## src/rtl/trng_ctrl.sv

```systemverilog
// trng_ctrl: sequences a ring-oscillator TRNG bank. It warms up the oscillators,
// von Neumann debiases the raw bit stream into WIDTH-bit words, hands them out
// over a valid/ready handshake and flags stuck oscillators with a
// repetition-count health test.
module trng_ctrl #(
   parameter int WIDTH     = 32,
   parameter int WARMUP    = 16,
   parameter int REP_LIMIT = 32
) (
   input  logic             clk,
   input  logic             rst_n,
   input  logic             enable_i,
   output logic             trng_en,
   input  logic             trng_out,
   output logic [WIDTH-1:0] data_o,
   output logic             valid_o,
   input  logic             ready_i,
   output logic             busy_o,
   output logic             error_o
);

   localparam int BW = $clog2(WIDTH + 1);

   typedef enum logic [1:0] {S_IDLE, S_WARMUP, S_COLLECT, S_HOLD} state_t;

   state_t           state;
   state_t           state_nxt;

   logic [7:0]       warm_cnt;
   logic [BW-1:0]    bit_cnt;
   logic             pair_flag;   // first sample of a pair is held in first_bit
   logic             first_bit;
   logic [WIDTH-1:0] shift_reg;
   logic [WIDTH-1:0] data_q;
   logic             prev_bit;    // previous raw sample, for the repetition test
   logic [7:0]       rep_cnt;     // 0 means no sample seen since start
   logic [7:0]       rep_nxt;
   logic             err_q;

   logic             start;
   logic             warm_done;
   logic             sample;
   logic             yield;
   logic             word_done;
   logic             xfer;
   logic [WIDTH-1:0] shift_nxt;

   // Decode this cycle's events; a disabled COLLECT cycle takes no sample
   always_comb begin
      start     = (state == S_IDLE) && enable_i;
      warm_done = (state == S_WARMUP) && (warm_cnt == 8'(WARMUP - 1));
      sample    = (state == S_COLLECT) && enable_i;
      // Unequal pair yields its first sample: (1,0) -> 1, (0,1) -> 0
      yield     = sample && pair_flag && (first_bit != trng_out);
      word_done = yield && (bit_cnt == BW'(WIDTH - 1));
      xfer      = (state == S_HOLD) && ready_i;
      shift_nxt = {shift_reg[WIDTH-2:0], first_bit};
      if ((rep_cnt != 8'd0) && (trng_out == prev_bit))
         rep_nxt = (rep_cnt == 8'(REP_LIMIT)) ? rep_cnt : rep_cnt + 8'd1;
      else
         rep_nxt = 8'd1;
   end

   // State register
   always_ff @(posedge clk or negedge rst_n) begin
      if (!rst_n)
         state <= S_IDLE;
      else
         state <= state_nxt;
   end

   // Next-state logic; losing enable aborts everything except a pending word
   always_comb begin
      state_nxt = state;
      case (state)
         S_IDLE: begin
            if (enable_i)
               state_nxt = S_WARMUP;
         end
         S_WARMUP: begin
            if (!enable_i)
               state_nxt = S_IDLE;
            else if (warm_done)
               state_nxt = S_COLLECT;
         end
         S_COLLECT: begin
            if (!enable_i)
               state_nxt = S_IDLE;
            else if (word_done)
               state_nxt = S_HOLD;
         end
         S_HOLD: begin
            if (ready_i)
               state_nxt = enable_i ? S_COLLECT : S_IDLE;
         end
         default: state_nxt = S_IDLE;
      endcase
   end

   // Outputs decoded from the current state
   always_comb begin
      trng_en = (state != S_IDLE);
      busy_o  = (state != S_IDLE);
      valid_o = (state == S_HOLD);
      data_o  = data_q;
      error_o = err_q;
   end

   // Warmup timer, pairing, shift register, word latch and health counter
   always_ff @(posedge clk or negedge rst_n) begin
      if (!rst_n) begin
         warm_cnt  <= 8'd0;
         bit_cnt   <= '0;
         pair_flag <= 1'b0;
         first_bit <= 1'b0;
         shift_reg <= '0;
         data_q    <= '0;
         prev_bit  <= 1'b0;
         rep_cnt   <= 8'd0;
         err_q     <= 1'b0;
      end else if (start) begin
         warm_cnt  <= 8'd0;
         bit_cnt   <= '0;
         pair_flag <= 1'b0;
         shift_reg <= '0;
         rep_cnt   <= 8'd0;
         err_q     <= 1'b0;
      end else begin
         if (state == S_WARMUP)
            warm_cnt <= warm_cnt + 8'd1;
         if (sample) begin
            pair_flag <= ~pair_flag;
            if (!pair_flag)
               first_bit <= trng_out;
            prev_bit <= trng_out;
            rep_cnt  <= rep_nxt;
            if (rep_nxt == 8'(REP_LIMIT))
               err_q <= 1'b1;
         end
         if (yield) begin
            shift_reg <= shift_nxt;
            bit_cnt   <= word_done ? '0 : bit_cnt + BW'(1);
         end
         if (word_done)
            data_q <= shift_nxt;
         // Next word starts on a fresh pair boundary
         if (xfer) begin
            bit_cnt   <= '0;
            pair_flag <= 1'b0;
         end
      end
   end

endmodule

```

## config.mk

```make
export PLATFORM = sky130hd
export DESIGN_NAME = trng_ctrl
export DESIGN_NICKNAME = d
export VERILOG_FILES = /design/src/rtl/trng_ctrl.sv
export SDC_FILE = /design/constraint.sdc
export NUM_CORES = 1
export LEC_CHECK = 0
export BUFFER_PORTS_ARGS = -buffer_cell sky130_fd_sc_hd__buf_2
export CAP_MARGIN = 5
export CORE_MARGIN = 2
export CORE_UTILIZATION = 58
export DETAILED_ROUTE_END_ITERATION = 10
export PLACE_DENSITY = 0.8
export SETUP_SLACK_MARGIN = 0.02
export SLEW_MARGIN = 20
export SYNTH_ARGS = -nofsm -noshare
export SYNTH_HDL_FRONTEND = slang
export SYNTH_SLANG_ARGS = --single-unit
export TNS_END_PERCENT = 20
```

## constraint.sdc

```tcl
create_clock -name clk -period 2.12 [get_ports clk]
set_input_delay 0.106 -clock clk [delete_from_list [all_inputs] [get_ports clk]]
set_output_delay 0.106 -clock clk [all_outputs]
set_load 0.01 [all_outputs]
```

### After elaboration in Yosys (flattened, before gate mapping)

Index checks and enable logic that the tools add are counted.

| word-level totals | value |
|---|---|
| register bits after elaboration | 91 |
| output and inout bits | 36 |
| logic and storage cells | 76 |

| cells by class | value |
|---|---|
| $add $sub $neg | 3 |
| equal/unequal tests | 13 |
| mux-type cells | 26 |
| bitwise logic cells | 2 |
| reductions and logical operators | 22 |

Operator list:

| operator | number |
|---|---|
| 31-bit 2-to-1 mux | 2 |
| 8-bit 2-to-1 mux | 6 |
| 6-bit 2-to-1 mux | 4 |
| 8-bit by 1-bit adder with 8-bit output (second input constant) | 2 |
| 8-bit by 6-bit equality test with 1-bit output (second input constant) | 2 |
| 2-bit 2-to-1 mux | 7 |
| 2-bit nonzero test | 5 |
| 8-bit by 4-bit equality test with 1-bit output (second input constant) | 1 |
| 1-bit logical AND | 8 |
| 2-bit one-hot mux with 4 select lines | 1 |
| 8-bit nonzero test | 1 |
| 6-bit by 1-bit adder with 6-bit output (second input constant) | 1 |
| 6-bit by 5-bit equality test with 1-bit output (second input constant) | 1 |
| 1-bit 2-to-1 mux | 6 |
| 3-bit inequality test (second input constant) | 2 |
| 2-bit AND reduction | 3 |
| 3-bit nonzero test | 2 |
| 2-bit equality test (second input constant) | 2 |
| 4-bit AND reduction | 1 |
| 3-bit AND reduction | 1 |
| 2-bit by 1-bit equality test with 1-bit output (second input constant) | 1 |
| 2-bit logical NOT | 1 |
| 2-bit by 1-bit inequality test with 1-bit output (second input constant) | 1 |
| 2-bit inequality test (second input constant) | 1 |
| 3 further kinds | 4 |

### Logic depth before layout (Yosys ltp)

| depth | value |
|---|---|
| word-level depth | 9 |
| gate-level depth with buffers | 8 |

### Worst setup path before layout

OpenSTA, ideal clock, no wires.

| timing | value |
|---|---|
| path type | reg-to-reg |
| from | reg state[0] |
| to | reg data_q[0] (netlist: data_o[0]) |
| setup time | 0.116 ns |
| arrival | 1.603 ns |
| data required time | 2.004 ns |
| slack | 0.401 ns |
| stages on the path, launching flop included | 8 |
| buffers on the path | 2 |
| path through | dfrtp_1 and3b_2 nand3_1 or4_1 buf_2 buf_6 nand2_1 nand2_1 |

| on the way | value |
|---|---|
| cells in the longest elaborated chain, start to end | 6 |

RTL lines:

| item | line | source |
|---|---|---|
| start: declaration | 26 | `state_t state;` |
| start signal: assignment | 69 | `state <= state_nxt;` |
| 2-bit equality test | 52 | `sample = (state == S_COLLECT) && enable_i;` |
| 1-bit logical AND | 52 |  |
| 1-bit logical AND (2 in a row) | 54 | `yield = sample && pair_flag && (first_bit != trng_out);` |
| 1-bit logical AND | 55 | `word_done = yield && (bit_cnt == BW'(WIDTH - 1));` |
| 2-bit AND reduction (no line) * | -- |  |
| end signal: assignment | 145 | `data_q <= shift_nxt;` |
| end: declaration | 34 | `logic [WIDTH-1:0] data_q;` |

Every way passes the cells marked *; elsewhere a longest branch is shown, timed or not.
A chain may end at the register's enable or synchronous reset.

### Final worst setup path

| timing | value |
|---|---|
| from | reg first_bit |
| to | reg bit_cnt[3] |

| on the way | value |
|---|---|
| cells in the longest elaborated chain, start to end | 7 |

RTL lines:

| item | line | source |
|---|---|---|
| start: declaration | 32 | `logic first_bit;` |
| start signal: assignment | 134 | `first_bit <= trng_out;` |
| 1-bit inequality test * | 54 |  |
| 1-bit logical AND * | 54 |  |
| 1-bit logical AND | 55 |  |
| 6-bit 2-to-1 mux | 142 | `bit_cnt <= word_done ? '0 : bit_cnt + BW'(1);` |
| 6-bit 2-to-1 mux | 140 | `if (yield) begin` |
| 6-bit 2-to-1 mux | 147 | `if (xfer) begin` |
| 6-bit 2-to-1 mux | 121 | `end else if (start) begin` |
| end signal: assignment | 142 |  |
| end: declaration | 30 | `logic [BW-1:0] bit_cnt;` |

Every way passes the cells marked *; elsewhere a longest branch is shown, timed or not. The select of a mux whose other input is x is not followed.

==> reports/metrics.csv <==
stage,metric,value,unit
power,Clk pwr share,0.377,
clocking,number of gates given a new drive strength after cts,0,
worst_setup_path,worst setup slack for register-to-register paths,230,ps
logic_synthesis,average cell area after synthesis,8.93,µm²
timing,final period demand of the worst path,1890,ps
grt,initial antenna violation count,0,
placed_design,routability-driven placement congestion ratio,0.872,
cells_and_area,share of layout cells above drive strength 1,0.141,
worst_setup_path,Bufs and invs on worst path,1,
worst_setup_path,arrival time worst endpoint,2100,ps
worst_setup_path,"critical path fanouts, max",33,
hold_path,Tightest Hold Check Type,input pin to flop,
worst_setup_path,Worst Setup Path Type,flop to flop,
routing,DRT Pass-1 Iters,4,
logic_synthesis,number of enable-type register cells in the synthesized netlist,0,
placed_design,count of port buffers added during placement,40,
grt,overall fraction of global-route tracks in use,0.222,
timing,Fin. Hold Viols,0,
power,P_int,2.34,mW
power,net switching power figure,688,µW
outcome,outcome,"finished, final reports clean",
grt,grt total ovfl,0,
timing,actual slew at the worst max-slew pin,681,ps
cells_and_area,number of flip-flops under the largest register name,32,
logic_synthesis,"top cells by area, synth","sky130_fd_sc_hd__dfrtp_1, sky130_fd_sc_hd__nand2_1, sky130_fd_sc_hd__a21oi_1",
hold_path,instance count along the most critical hold path,3,
floorplan,Core Rows,30,
floorplan,DIE WIDTH,87.3,µm
grt,via count of the first global-routing pass,3051,
logic_synthesis,most frequent cells after synthesis,"sky130_fd_sc_hd__nand2_1, sky130_fd_sc_hd__dfrtp_1, sky130_fd_sc_hd__a21oi_1",
worst_setup_path,crit path capture type,flop,
timing,final clock skew,9.84,ps
routing,drt first-iter violations,178,
logic_synthesis,netlist area before placement,0.00403,mm²
floorplan,full die area,0.00762,mm²
worst_setup_path,Critical Path Source Type,flop,
placed_design,number of placed cells counting well taps,557,
worst_setup_path,Crit Reg-Reg Startpoint,first_bit$_DFFE_PN0P_,
logic_synthesis,most common cell in the netlist,sky130_fd_sc_hd__nand2_1,
worst_setup_path,family with the most delay on the worst path,simple AND/OR/NAND/NOR gates,
grt,largest net degree at the start of global routing,60,
timing,upper clock frequency limit,0.530,GHz
timing,Total Neg Setup Slack,0,ps
routing,# DRC,0,
hold_path,hold path endpoint,prev_bit$_DFFE_PN0P_,
logic_synthesis,count of yosys warnings during synthesis,0,
timing,Tcrit/Tclk final,0.890,
clocking,TritonCTS clock tree,done,
cells_and_area,final-stage net count,499,
flow_run,count of max-cap constraint violations,0,
cells_and_area,non-filler instance count after layout,575,
floorplan,Top Ports,41,
power,Overall Power,3.02,mW
worst_setup_path,first element of the critical path,first_bit$_DFFE_PN0P_,
floorplan,Die Y,87.3,µm
logic_synthesis,syn_nets,460,
clocking,Sinks on Clock Net,91,
cells_and_area,area growth from synthesis to layout,11.9,%
timing,Max Slew Vio Count,0,
worst_setup_path,ordered cell list for the critical path,xor2_1 > nand3_1 > or4_1 > buf_4 > nand2_1 > a311oi_1,
logic_synthesis,Main synth FF type,sky130_fd_sc_hd__dfrtp_1,
worst_setup_path,cell with the largest stage delay on the worst path,sky130_fd_sc_hd__or4_1,
logic_synthesis,async set-or-reset flop fraction in the synthesized netlist,1.00,
power,portion of total power attributed to combinational logic,0.039,
logic_synthesis,post-synth cell types,42,
logic_synthesis,Yosys reg bits,91,
worst_setup_path,Worst path max stage delay,490,ps
clocking,H-tree levels,3,
power,share of power burned in registers,0.583,
routing,overall via count from detail_route,3138,
power,Leak Pwr,2.31,nW
timing,final setup vio count,0,
grt,first-pass GRT wire length,13.4,mm
clocking,CTS Root Buffer Type,sky130_fd_sc_hd__clkbuf_8,
logic_synthesis,Cells after Synth,451,
worst_setup_path,Worst EP required,2330,ps
placed_design,final HPWL from detailed placement,5.13,mm
power,power density normalized to cell area,671,mW/mm²
floorplan,initial core utilization,0.596,
routing,final wirelength,7.61,mm
power,switching share of power,0.227,
worst_setup_path,cells on worst reg2reg path,6,
routing,DRT antenna net count,0,
timing,Worst slew margin,0.541,
cells_and_area,number of antenna cells inserted,0,
logic_synthesis,post-synth top area cell,sky130_fd_sc_hd__dfrtp_1,
clocking,worst-case clock buffer depth,2,
clocking,clock slew seen by the registers of the worst setup and hold paths,90,ps
hold_path,worst min-delay path startpoint,trng_out,
timing,setup repair after global routing missed its margin,no,
clocking,worst skew pair latency,350,ps
clocking,Inserted Clock Buffers,9,
logic_synthesis,sequential element share of the synthesized area,0.566,
routing,wire length per cell after detailed routing,13.2,µm
worst_setup_path,endpoint of the lowest-slack register-to-register path,bit_cnt[3]$_DFFE_PN0P_,
logic_synthesis,post-synth top area share,0.566,
power,worst IR drop on VDD,354,µV
routing,vias per std cell,5.46,
floorplan,Core Region,0.00676,mm²
-- layout by cell type, fill, tap and decap left out, drive strengths merged, types with 3 or more instances in the layout --
master,Yosys,layout
ha,4,4
o21ai,21,21
buf,13,50
nand3,15,15
dfrtp,91,91
nor3,7,7
nand2,183,183
xor2,5,5
o31ai,3,3
clkbuf,11,11
nor2,16,16
and3,4,4
nand2b,4,4
a21oi,39,39
inv,8,9
-- cell families (layout without fill, tap and decap cells) --
family	Yosys count	in the layout	share of synthesized area
buffers and inverters	32	76	0.0454
AND/OR/NAND/NOR	239	239	0.248
flip-flops	91	91	0.566
adder cells (fa/ha/maj)	4	4	0.0124
multiplexers	3	3	0.00777
AO/OA/AOI/OAI	75	75	0.103
XOR/XNOR	7	7	0.0171
-- final cells by class --
cell class | instances | area (µm²)
Clock buffer | 11 | 131
Timing Repair Buffer | 52 | 335
Multi-Input combinational cell | 328 | 1570
Fill cell | 548 | 2250
Sequential cell | 91 | 2280
Clock inverter | 5 | 62.6
Inverter | 8 | 30.0
Tap cell | 80 | 100
-- worst max-delay path by stage --
stage / endpoint / cells past startpoint
CTS: bit_cnt[3]$_DFFE_PN0P_ / 6
global route: bit_cnt[3]$_DFFE_PN0P_ / 6
floorplan: data_o[0]$_DFFE_PN0P_ / 7
finish: bit_cnt[3]$_DFFE_PN0P_ / 6
detailed placement: bit_cnt[3]$_DFFE_PN0P_ / 6
global placement: bit_cnt[3]$_DFFE_PN0P_ / 6
-- repair_timing --
| item | CTS | global route |
|---|---|---|
| hold buffers | 2 | 0 |
| endpoints found under the hold margin | 33 | 0 |
| setup buffers | 0 | 0 |
-- metrics by stage --
stage          hold slack (ps)   util  setup slack, ps  area (µm²)
2_1_floorplan             -190      -              401        4030
3_3_place_gp              69.1  0.635              268        4290
3_5_place_dp              70.5  0.635              209        4290
4_1_cts                   49.6  0.667              219        4510
5_1_grt                   95.8  0.667             73.6        4510
6_report                  65.7  0.667              233        4510
-- power groups by stage --
stage / combinational (mW) / clock, mW / sequential (mW)
floorplan: 0.0563 / 0 / 1.80
global placement: 0.115 / 0 / 1.80
detailed placement: 0.119 / 0 / 1.80
CTS: 0.122 / 1.17 / 1.76
global route: 0.139 / 1.26 / 1.77
finish: 0.119 / 1.14 / 1.76
-- metal layers --
layer,GRT usage,up-vias,share of wire
met1,0.291,1487,0.46
met3,0.0427,8,0.045
met4,0.0755,0,0.011
met2,0.373,83,0.49
met5,0,-,0
li1,-,1560,-
-- worst register-to-register path, stage by stage (launching register included) --
cell and delay (ps):
sky130_fd_sc_hd__dfrtp_1 440, sky130_fd_sc_hd__xor2_1 220, sky130_fd_sc_hd__nand3_1 170, sky130_fd_sc_hd__or4_1 490, sky130_fd_sc_hd__buf_4 260, sky130_fd_sc_hd__nand2_1 100
sky130_fd_sc_hd__a311oi_1 80
(Power assumes the default switching activity.)
